--- src/rtl/uart_iram_loader.sv ---
// UART boot loader: receives 8N1 bytes, frames them as A5 / N / N x (lo,hi) / checksum
// and writes the assembled 16-bit words straight into the instruction RAM.
module uart_iram_loader #(
    parameter int WIDTH          = 16,
    parameter int IRAM_ADDR_BITS = 8,
    parameter int CLKS_PER_BIT   = 868
) (
    input  logic                      clk,
    input  logic                      rst,
    input  logic                      rx,
    output logic [IRAM_ADDR_BITS-1:0] iram_wa,
    output logic                      iram_wen,
    output logic [WIDTH-1:0]          iram_din,
    output logic                      loading,
    output logic                      done,
    output logic                      err
);

    localparam int CNT_W     = $clog2(CLKS_PER_BIT);
    localparam int HALF      = CLKS_PER_BIT / 2;
    localparam logic [7:0] HDR_BYTE = 8'hA5;

    localparam logic [CNT_W-1:0] BIT_LAST  = CNT_W'(CLKS_PER_BIT - 1);
    // The IDLE cycle that spots the start bit counts as the first half-bit cycle.
    localparam logic [CNT_W-1:0] HALF_LAST = CNT_W'(HALF - 2);

    typedef enum logic [1:0] {RX_IDLE, RX_START, RX_DATA, RX_STOP} rx_state_t;
    typedef enum logic [2:0] {LD_HDR, LD_CNT, LD_LO, LD_HI, LD_CSUM} ld_state_t;

    logic       sync1_q, sync2_q;
    rx_state_t  rx_state_q;
    logic [CNT_W-1:0] cnt_q;
    logic [2:0] bit_idx_q;
    logic [7:0] shift_q;
    logic [7:0] rx_byte_q;
    logic       byte_valid_q;
    logic       frame_err_q;

    ld_state_t  ld_state_q;
    logic [7:0] remaining_q;
    logic [7:0] lo_q;
    logic [7:0] csum_q;
    logic [7:0] csum_d;
    logic [IRAM_ADDR_BITS-1:0] addr_q;

    always_ff @(posedge clk) begin
        if (rst) begin
            sync1_q <= 1'b1;
            sync2_q <= 1'b1;
        end else begin
            sync1_q <= rx;
            sync2_q <= sync1_q;
        end
    end

    always_ff @(posedge clk) begin
        if (rst) begin
            rx_state_q   <= RX_IDLE;
            cnt_q        <= '0;
            bit_idx_q    <= '0;
            byte_valid_q <= 1'b0;
            frame_err_q  <= 1'b0;
        end else begin
            byte_valid_q <= 1'b0;
            frame_err_q  <= 1'b0;
            case (rx_state_q)
                RX_IDLE: begin
                    cnt_q <= '0;
                    if (!sync2_q) rx_state_q <= RX_START;
                end
                RX_START: begin
                    if (cnt_q == HALF_LAST) begin
                        cnt_q      <= '0;
                        bit_idx_q  <= '0;
                        rx_state_q <= sync2_q ? RX_IDLE : RX_DATA;
                    end else begin
                        cnt_q <= cnt_q + 1'b1;
                    end
                end
                RX_DATA: begin
                    if (cnt_q == BIT_LAST) begin
                        cnt_q   <= '0;
                        shift_q <= {sync2_q, shift_q[7:1]};
                        if (bit_idx_q == 3'd7) rx_state_q <= RX_STOP;
                        else                   bit_idx_q  <= bit_idx_q + 1'b1;
                    end else begin
                        cnt_q <= cnt_q + 1'b1;
                    end
                end
                RX_STOP: begin
                    if (cnt_q == BIT_LAST) begin
                        cnt_q      <= '0;
                        rx_byte_q  <= shift_q;
                        rx_state_q <= RX_IDLE;
                        if (sync2_q) byte_valid_q <= 1'b1;
                        else         frame_err_q  <= 1'b1;
                    end else begin
                        cnt_q <= cnt_q + 1'b1;
                    end
                end
                default: rx_state_q <= RX_IDLE;
            endcase
        end
    end

    assign csum_d = csum_q ^ rx_byte_q;

    always_ff @(posedge clk) begin
        if (rst) begin
            ld_state_q <= LD_HDR;
            loading    <= 1'b0;
            done       <= 1'b0;
            err        <= 1'b0;
            iram_wen   <= 1'b0;
            iram_wa    <= '0;
            iram_din   <= '0;
            addr_q     <= '0;
        end else begin
            iram_wen <= 1'b0;
            // Already-written words are left in IRAM; only the frame is dropped.
            if (frame_err_q && ld_state_q != LD_HDR) begin
                err        <= 1'b1;
                loading    <= 1'b0;
                ld_state_q <= LD_HDR;
            end else if (byte_valid_q) begin
                case (ld_state_q)
                    LD_HDR: begin
                        if (rx_byte_q == HDR_BYTE) begin
                            loading    <= 1'b1;
                            done       <= 1'b0;
                            err        <= 1'b0;
                            addr_q     <= '0;
                            csum_q     <= '0;
                            ld_state_q <= LD_CNT;
                        end
                    end
                    LD_CNT: begin
                        remaining_q <= rx_byte_q;
                        csum_q      <= rx_byte_q;
                        ld_state_q  <= (rx_byte_q != 8'd0) ? LD_LO : LD_CSUM;
                    end
                    LD_LO: begin
                        lo_q       <= rx_byte_q;
                        csum_q     <= csum_d;
                        ld_state_q <= LD_HI;
                    end
                    LD_HI: begin
                        csum_q      <= csum_d;
                        iram_din    <= {rx_byte_q, lo_q};
                        iram_wa     <= addr_q;
                        iram_wen    <= 1'b1;
                        addr_q      <= addr_q + 1'b1;
                        remaining_q <= remaining_q - 1'b1;
                        ld_state_q  <= (remaining_q == 8'd1) ? LD_CSUM : LD_LO;
                    end
                    LD_CSUM: begin
                        if (rx_byte_q == csum_q) done <= 1'b1;
                        else                     err  <= 1'b1;
                        loading    <= 1'b0;
                        ld_state_q <= LD_HDR;
                    end
                    default: ld_state_q <= LD_HDR;
                endcase
            end
        end
    end

endmodule
--- config.mk ---
export PLATFORM = sky130hd
export DESIGN_NAME = uart_iram_loader
export DESIGN_NICKNAME = d
export VERILOG_FILES = /design/src/rtl/uart_iram_loader.sv
export SDC_FILE = /design/constraint.sdc
export NUM_CORES = 1
export LEC_CHECK = 0
export CORE_ASPECT_RATIO = 1.75
export CORE_MARGIN = 2
export CORE_UTILIZATION = 42
export CTS_BUF_LIST = sky130_fd_sc_hd__clkbuf_8
export CTS_CLUSTER_SIZE = 12
export DETAILED_ROUTE_END_ITERATION = 16
export HOLD_SLACK_MARGIN = 0.03
export PLACE_DENSITY_LB_ADDON = 0.15
export REMOVE_ABC_BUFFERS = 1
export SKIP_LAST_GASP = 1
export SLEW_MARGIN = 20
export SYNTH_ARGS = -nofsm -noshare
export SYNTH_HDL_FRONTEND = slang
export SYNTH_SLANG_ARGS = --single-unit
--- constraint.sdc ---
create_clock -name clk -period 4.47 [get_ports clk]
set_input_delay 0.447 -clock clk [delete_from_list [all_inputs] [get_ports clk]]
set_output_delay 0.447 -clock clk [all_outputs]
set_load 0.05 [all_outputs]
==> results of run 1 <==
[cells by family after synthesis]
group	after synthesis
AOI/OAI and AO/OA	85
xor gates and xnor gates	22
adders and majority gates	7
buffers and inverters	34
DFF	98
muxes	4
and+or+nand+nor	180
[cells in the mapped netlist (2+ instances only)]
| cell type | number | share of area |
|---|---|---|
| dfxtp_1 | 58 | 0.27 |
| nand2_1 | 74 | 0.064 |
| nor3b_1 | 3 | 0.0052 |
| ha_1 | 7 | 0.020 |
| a2111o_1 | 6 | 0.016 |
| nand2b_1 | 3 | 0.0043 |
| nor4_1 | 3 | 0.0043 |
| and4_1 | 3 | 0.0061 |
| and3_1 | 3 | 0.0043 |
| nand3_1 | 11 | 0.013 |
| clkbuf_1 | 14 | 0.012 |
| o2111ai_1 | 6 | 0.012 |
| or4_1 | 3 | 0.0052 |
| buf_6 | 2 | 0.0052 |
| a21oi_1 | 39 | 0.045 |
| buf_2 | 8 | 0.0092 |
| nand4_1 | 7 | 0.010 |
| nor4b_1 | 2 | 0.0040 |
| nor2_1 | 21 | 0.018 |
| a21boi_0 | 2 | 0.0035 |
| nor3_1 | 7 | 0.0081 |
| edfxtp_1 | 40 | 0.28 |
| or2_2 | 4 | 0.0058 |
| xor2_1 | 15 | 0.030 |
| nor2b_1 | 12 | 0.017 |
| xnor2_1 | 7 | 0.014 |
| and2_1 | 3 | 0.0043 |
| mux2i_1 | 3 | 0.0069 |
| inv_1 | 10 | 0.0087 |
| nand3b_1 | 9 | 0.016 |
| o21ai_0 | 20 | 0.023 |
| or3_1 | 3 | 0.0043 |
[worst paths after layout]
| check | from | end | slack (ps) | depth (start not counted) |
|---|---|---|---|---|
| worst min register to register | sync1_q | sync2_q | 420 | 1 |
| worst min-delay path | sync1_q | sync2_q | 420 | 1 |
| worst max register to register | ld_state_q[1] | ld_state_q[2] | 2110 | 5 |
| worst max-delay path | ld_state_q[1] | ld_state_q[2] | 2110 | 5 |
[cell usage in the layout, fill, tap and decap left out, types with 9 or more instances in the layout]
| cell type | instances |
|---|---|
| nand2_1 | 74 |
| dfxtp_1 | 58 |
| edfxtp_1 | 40 |
| a21oi_1 | 39 |
| clkdlybuf4s50_1 | 30 |
| nor2_1 | 21 |
| o21ai_0 | 20 |
| xor2_1 | 15 |
| nor2b_1 | 12 |
| inv_1 | 11 |
| nand3_1 | 11 |
| nand3b_1 | 9 |
| clkbuf_8 | 9 |
[layer usage]
metal,part of all wire,up-vias
met1,0.41,1490
li1,-,1574
met3,0.028,12
met5,0,-
met4,0.022,0
met2,0.54,57
[per-stage QoR]
stage / hold slack (ps) / instances / setup slack [ps] / util
global placement: 398 / 566 / 1980 / 0.462
finish: 423 / 582 / 2110 / 0.480
global route: 453 / 582 / 1880 / 0.480
CTS: 427 / 582 / 2080 / 0.480
floorplan: 389 / 406 / 2400 / -
detailed placement: 404 / 566 / 1940 / 0.462
[layout make-up]
| class | instances | area (µm²) |
|---|---|---|
| inverter | 10 | 37.5 |
| fill | 1003 | 5290 |
| timing repair buffer | 33 | 323 |
| tap | 127 | 159 |
| clock inverter | 7 | 67.6 |
| sequential | 98 | 2360 |
| multi-input combinational | 298 | 1820 |
| clock buffer | 9 | 124 |
[report_power, final]
| part | total, mW | internal [mW] | switching [mW] | leakage, nW |
|---|---|---|---|---|
| Combinational | 0.0173 | 0.00555 | 0.0118 | 0.631 |
| Clock | 0.561 | 0.258 | 0.303 | 0.105 |
| Sequential | 0.925 | 0.923 | 0.00194 | 0.829 |
| Total | 1.50 | 1.19 | 0.317 | 1.57 |
[worst max-delay path, cell delays in order (launching register included)]
cell,delay (ps)
dfxtp_1,890
nand2_1,200
nor3_2,580
buf_4,350
and3_1,190
a211o_1,90
[state kept, by name, summed over array words and instances (netlist names), 8 cells and up, named ones only]
name and flops:
iram_din 16, cnt_q 10, addr_q 8, csum_q 8, iram_wa 8, lo_q 8, remaining_q 8, rx_byte_q 8
shift_q 8
==> summary.md, run 1 <==
| Metric | Value |
|---|---|
| Status | `completed` |
| Htree depth | `3` |
| Row cnt | `49` |
| CTS tree | `done` |
| Number of flops mapped to enable cells by yosys | `40` |
| Required @ worst endpoint | `4780 ps` |
| Peak supply drop | `0.188 mV` |
| Synth Area in Simple Gates | `0.220` |
| GRT Total Usage | `0.177` |
| TNS Setup | `0 ps` |
| # DRC | `0` |
| RSZ-0062 raised after global routing | `false` |
| Total wire length | `9.08 mm` |
| IO buf count | `30` |
| Syn Inst Count | `430` |
| Final Setup Violations | `0` |
| # IOs | `31` |
| Adder-cell share of the synthesized area | `0.0202` |
| Slew Limit Fails | `0` |
| Worst EP arrival | `2670 ps` |
| Synth cell types | `54` |
| DIE HEIGHT | `138 µm` |
| CP Max Fanout | `25` |
| Initial antenna violation count | `0` |
| Via-per-instance ratio | `5.38` |
| Top Usage Layer GRT | `met2` |
| Max-cap viol count | `0` |
| Via Count | `3133` |
| Main synth FF type | `dfxtp_1` |
| First-pass GRT wire length | `15.4 mm` |
| Final period util | `0.529` |
| Final ANT Viol Nets | `0` |
| Synth Register Bits | `98` |
| Critical path capture point type | `register` |
| Wire per inst | `15.6 µm` |
| Tmin final | `2360 ps` |
| Largest family of logic cells by synthesized area | `simple AND/OR/NAND/NOR gates` |
| Crit path launch type | `register` |
| Slew margin rel. | `0.367` |
| Fin area | `4890 µm²` |
| M3 GR Usage | `0.0333` |
| Clock-pin transition on the worst setup and hold timing paths | `90 ps` |
| Fmax | `423 MHz` |
| Sink Count | `98` |
| Global route overflow | `0` |
| Ys Warns | `0` |
| Compound-Gate Fraction of Synth Area | `0.125` |
| Vias in the first global route | `3140` |
| Syn avg cell area | `10.1 µm²` |
| Met2 usage in global routing | `0.312` |
| Final Net Count | `460` |
| Share of layout cells above drive strength 1 | `0.0747` |
| Clock root buffer master | `clkbuf_8` |
| Cell area after synthesis | `4330 µm²` |
| Initial Util | `0.425` |
| Detail Placement HPWL | `6.37 mm` |
| Part of the Yosys area used for sequential elements | `0.546` |
| Multiplexer share of the synthesized area | `0.00953` |
| Synth async-reset ratio | `0` |
| Largest net degree at the start of global routing | `40` |
| Setup CP Type | `reg2reg` |
| Pwr per Cell Area | `308 nW/µm²` |
| GR Util met1 | `0.200` |
| Hold buffer count at CTS | `0` |
| ANT cells | `0` |
| Layout Skew | `12.2 ps` |
| CTS Buf Count | `9` |
| Total power | `1.50 mW` |
| Clock Latency Late Sink | `360 ps` |
| Core Box Area | `10200 µm²` |
| First drt pass iteration count | `4` |
| Post-CTS Resized | `0` |
| Placed cell areas | `4700 µm²` |
| Worst min path class | `reg2reg` |
| Post-CTS setup buffers | `0` |
| Worst Max-Slew Pin Slew | `942 ps` |
| Lkg Pwr | `1.57 nW` |
| Routability congestion estimate | `0.827` |
| Die footprint | `11200 µm²` |
| DR iter-0 viols | `166` |
| Die W | `80.8 µm` |
| Longest Clk Path Bufs | `2` |
| P&R area growth vs syn | `12.9%` |
| Post-synthesis xor/xnor area fraction | `0.0445` |
| Final hold viol count | `0` |
No activity file was read; power rests on OpenSTA's default activity.
==> run 2: changes to the inputs <==
==> constraint.sdc (replaced) <==
create_clock -name clk -period 2 [get_ports clk]
set_input_delay 0.2 -clock clk [delete_from_list [all_inputs] [get_ports clk]]
set_output_delay 0.2 -clock clk [all_outputs]
set_load 0.05 [all_outputs]
==> run 2 against run 1 <==
Against the previous run: sequential power increased by 120%; critical path type unchanged; clock power rose to 2.5 times the previous value; count of clock-buffer cells in the layout grew 1; sequential share of layout area decreased by 1.9 points; combinational power increased to 2.5 times the previous value; clock skew fell by 6.2 ps; final cell count increased by 3.8%; final area is 4.1% higher; maximum frequency increased by 28%; worst hold slack worse by 31 ps.
==> summary.md, run 2 (synthesized netlist as in run 1, its figures left out) <==
| Metric | Value |
|---|---|
| Total wire length | `9.34 mm (+3.0%)` |
| Worst EP arrival | `1950 ps (-720 ps)` |
| Fin cells | `604 (+3.8%)` |
| Final period util | `0.924 (+0.395)` |
| Die W | `80.8 µm (unchanged)` |
| DR iter-0 viols | `235 (+42%)` |
| Row cnt | `49 (unchanged)` |
| Max-cap viol count | `0 (unchanged)` |
| Placed insts | `587 (+3.7%)` |
| Critical path capture point type | `register` |
| Clock-pin transition on the worst setup and hold timing paths | `90 ps (about the same)` |
| First-pass GRT wire length | `15.4 mm (+0.18%)` |
| Final ANT Viol Nets | `0 (unchanged)` |
| CP max stage delay | `590 ps (-300 ps)` |
| Pwr per Cell Area | `696 nW/µm² (+130%)` |
| FF-to-FF path depth | `4 (-1)` |
| Largest net degree at the start of global routing | `27 (-33%)` |
| CP Max Fanout | `4 (-84%)` |
| Commonest non-fill, non-tap cell in the layout | `nand2_1` |
| P&R area growth vs syn | `17.5%` |
| Worst min path class | `in2reg` |
| Longest Clk Path Bufs | `2 (unchanged)` |
| GRT Total Usage | `0.176 (-0.00133)` |
| Cell-internal power | `2.82 mW (+140%)` |
| Initial antenna violation count | `0 (unchanged)` |
| # DRC | `0 (unchanged)` |
| Slew margin rel. | `0.654 (+0.287)` |
| Routability congestion estimate | `0.817 (-1.1%)` |
| Switching share of power | `0.204 (-0.00700)` |
| Fin area | `5090 µm² (+4.1%)` |
| Most frequent cells in the layout | `nand2_1 (74), dfxtp_1 (58), edfxtp_1 (40)` |
| Via-per-instance ratio | `5.40 (+0.33%)` |
| Regs by FF count | `iram_din: 16 flops, cnt_q: 10 flops` |
| RSZ-0062 raised after global routing | `false` |
| Psw | `0.722 mW (+130%)` |
| IO buf count | `30 (unchanged)` |
| Layout Skew | `6.00 ps (-6.24 ps)` |
| Flop pwr share | `0.584 (-0.031)` |
| Core Box Area | `10200 µm² (unchanged)` |
| Biggest register | `iram_din` |
| Initial Util | `0.425 (unchanged)` |
| Final hold viol count | `0 (unchanged)` |
| Worst Max-Slew Pin Slew | `517 ps (-426 ps)` |
| Hold buffer count at CTS | `0 (unchanged)` |
| Lkg Pwr | `1.69 nW (+7.8%)` |
| Worst path slowest cell | `or4_1` |
| CTS Buf Count | `9 (unchanged)` |
| Setup CP Type | `reg2reg` |
| Htree depth | `3 (unchanged)` |
| CTS tree | `done` |
| Max reg flops | `16 (unchanged)` |
| Clk pwr share | `0.404 (+0.031)` |
| Clock Latency Late Sink | `360 ps (about the same)` |
| Detail Placement HPWL | `6.51 mm (+2.2%)` |
| Global route overflow | `0 (unchanged)` |
| Crit path launch type | `register` |
| TNS Setup | `0 ps (unchanged)` |
| Tmin final | `1850 ps (-516 ps)` |
| Final Net Count | `482 (+4.8%)` |
| Peak supply drop | `0.512 mV (+170%)` |
| Via Count | `3262 (+4.1%)` |
| ANT cells | `0 (unchanged)` |
| Slew Limit Fails | `0 (unchanged)` |
| Required @ worst endpoint | `2110 ps (-2670 ps)` |
| Critical-path cell list | `or4_1, nor4_1, xnor2_1, o21ai_0` |
| # IOs | `31 (unchanged)` |
| Die footprint | `11200 µm² (unchanged)` |
| Combinational share of power | `0.012 (about the same)` |
| First drt pass iteration count | `4 (unchanged)` |
| Final Setup Violations | `0 (unchanged)` |
| DIE HEIGHT | `138 µm (unchanged)` |
| Worst hold slack | `392 ps (-31.2 ps)` |
| Wire per inst | `15.5 µm (-0.79%)` |
| Status | `completed` |
| Clock root buffer master | `clkbuf_8` |
| Fmax | `541 MHz (+28%)` |
| Placed cell areas | `4850 µm² (+3.4%)` |
| Sink Count | `98 (unchanged)` |
| Share of layout cells above drive strength 1 | `0.117 (+0.0427)` |
| Hold Path Cell Cnt | `2 (+1)` |
| Vias in the first global route | `3190 (+1.6%)` |
==> run 2: timing repair <==
item,in CTS,in global routing
gates resized for setup,0,0
setup endpoints to repair,0,6
setup buffers,0,1
==> run 2: power groups by stage <==
stage | Combinational, mW | Sequential (mW) | Clock [mW]
CTS | 0.0446 | 2.07 | 1.48
global route | 0.0484 | 2.07 | 1.56
detailed placement | 0.0441 | 2.11 | 0
floorplan | 0.0164 | 2.11 | 0
finish | 0.0441 | 2.07 | 1.43
global placement | 0.0443 | 2.11 | 0
==> run 2: area by class of cell <==
cell class	count	area, µm²
flip-flops and latches	98	2360
fillers	975	5090
inverters	10	37.5
repair buffers	55	488
clock inverters	6	88.8
well taps	127	159
clock buffers	10	138
multi-input cells	298	1820
==> run 2: path summary, 6_finish.rpt <==
path | to | slack, ps | from
worst max-delay path | remaining_q[7] | 150 | remaining_q[2]
worst min-delay path | sync1_q | 390 | rx
worst max register to register | remaining_q[7] | 150 | remaining_q[2]
worst min register to register | sync2_q | 420 | sync1_q
==> run 2: worst max-delay path, delay by kind of cell (launching register included) <==
kind | cells | cell delay [ps]
and+or+nand+nor | 2 | 900
DFF | 1 | 440
xor gates and xnor gates | 1 | 160
AOI/OAI and AO/OA | 1 | 90
==> run 2: routing by layer <==
metal / vias to the layer above / wire (µm) / global-route usage / part of all wire
li1: 1614 / - / - / -
met3: 24 / 267 / 0.0313 / 0.029
met4: 0 / 265 / 0.0883 / 0.028
met5: - / 0 / 0 / 0
met1: 1565 / 3980 / 0.207 / 0.43
met2: 59 / 4830 / 0.300 / 0.52
==> run 2: stage by stage <==
step                      power, mW  worst slack [ps]  utilization
final                          3.54               152        0.500
after global routing           3.68              14.5        0.500
after CTS                      3.59               114        0.499
after detailed placement       2.16               130        0.477
after global placement         2.16               106        0.477
after floorplan                2.13             -68.4            -
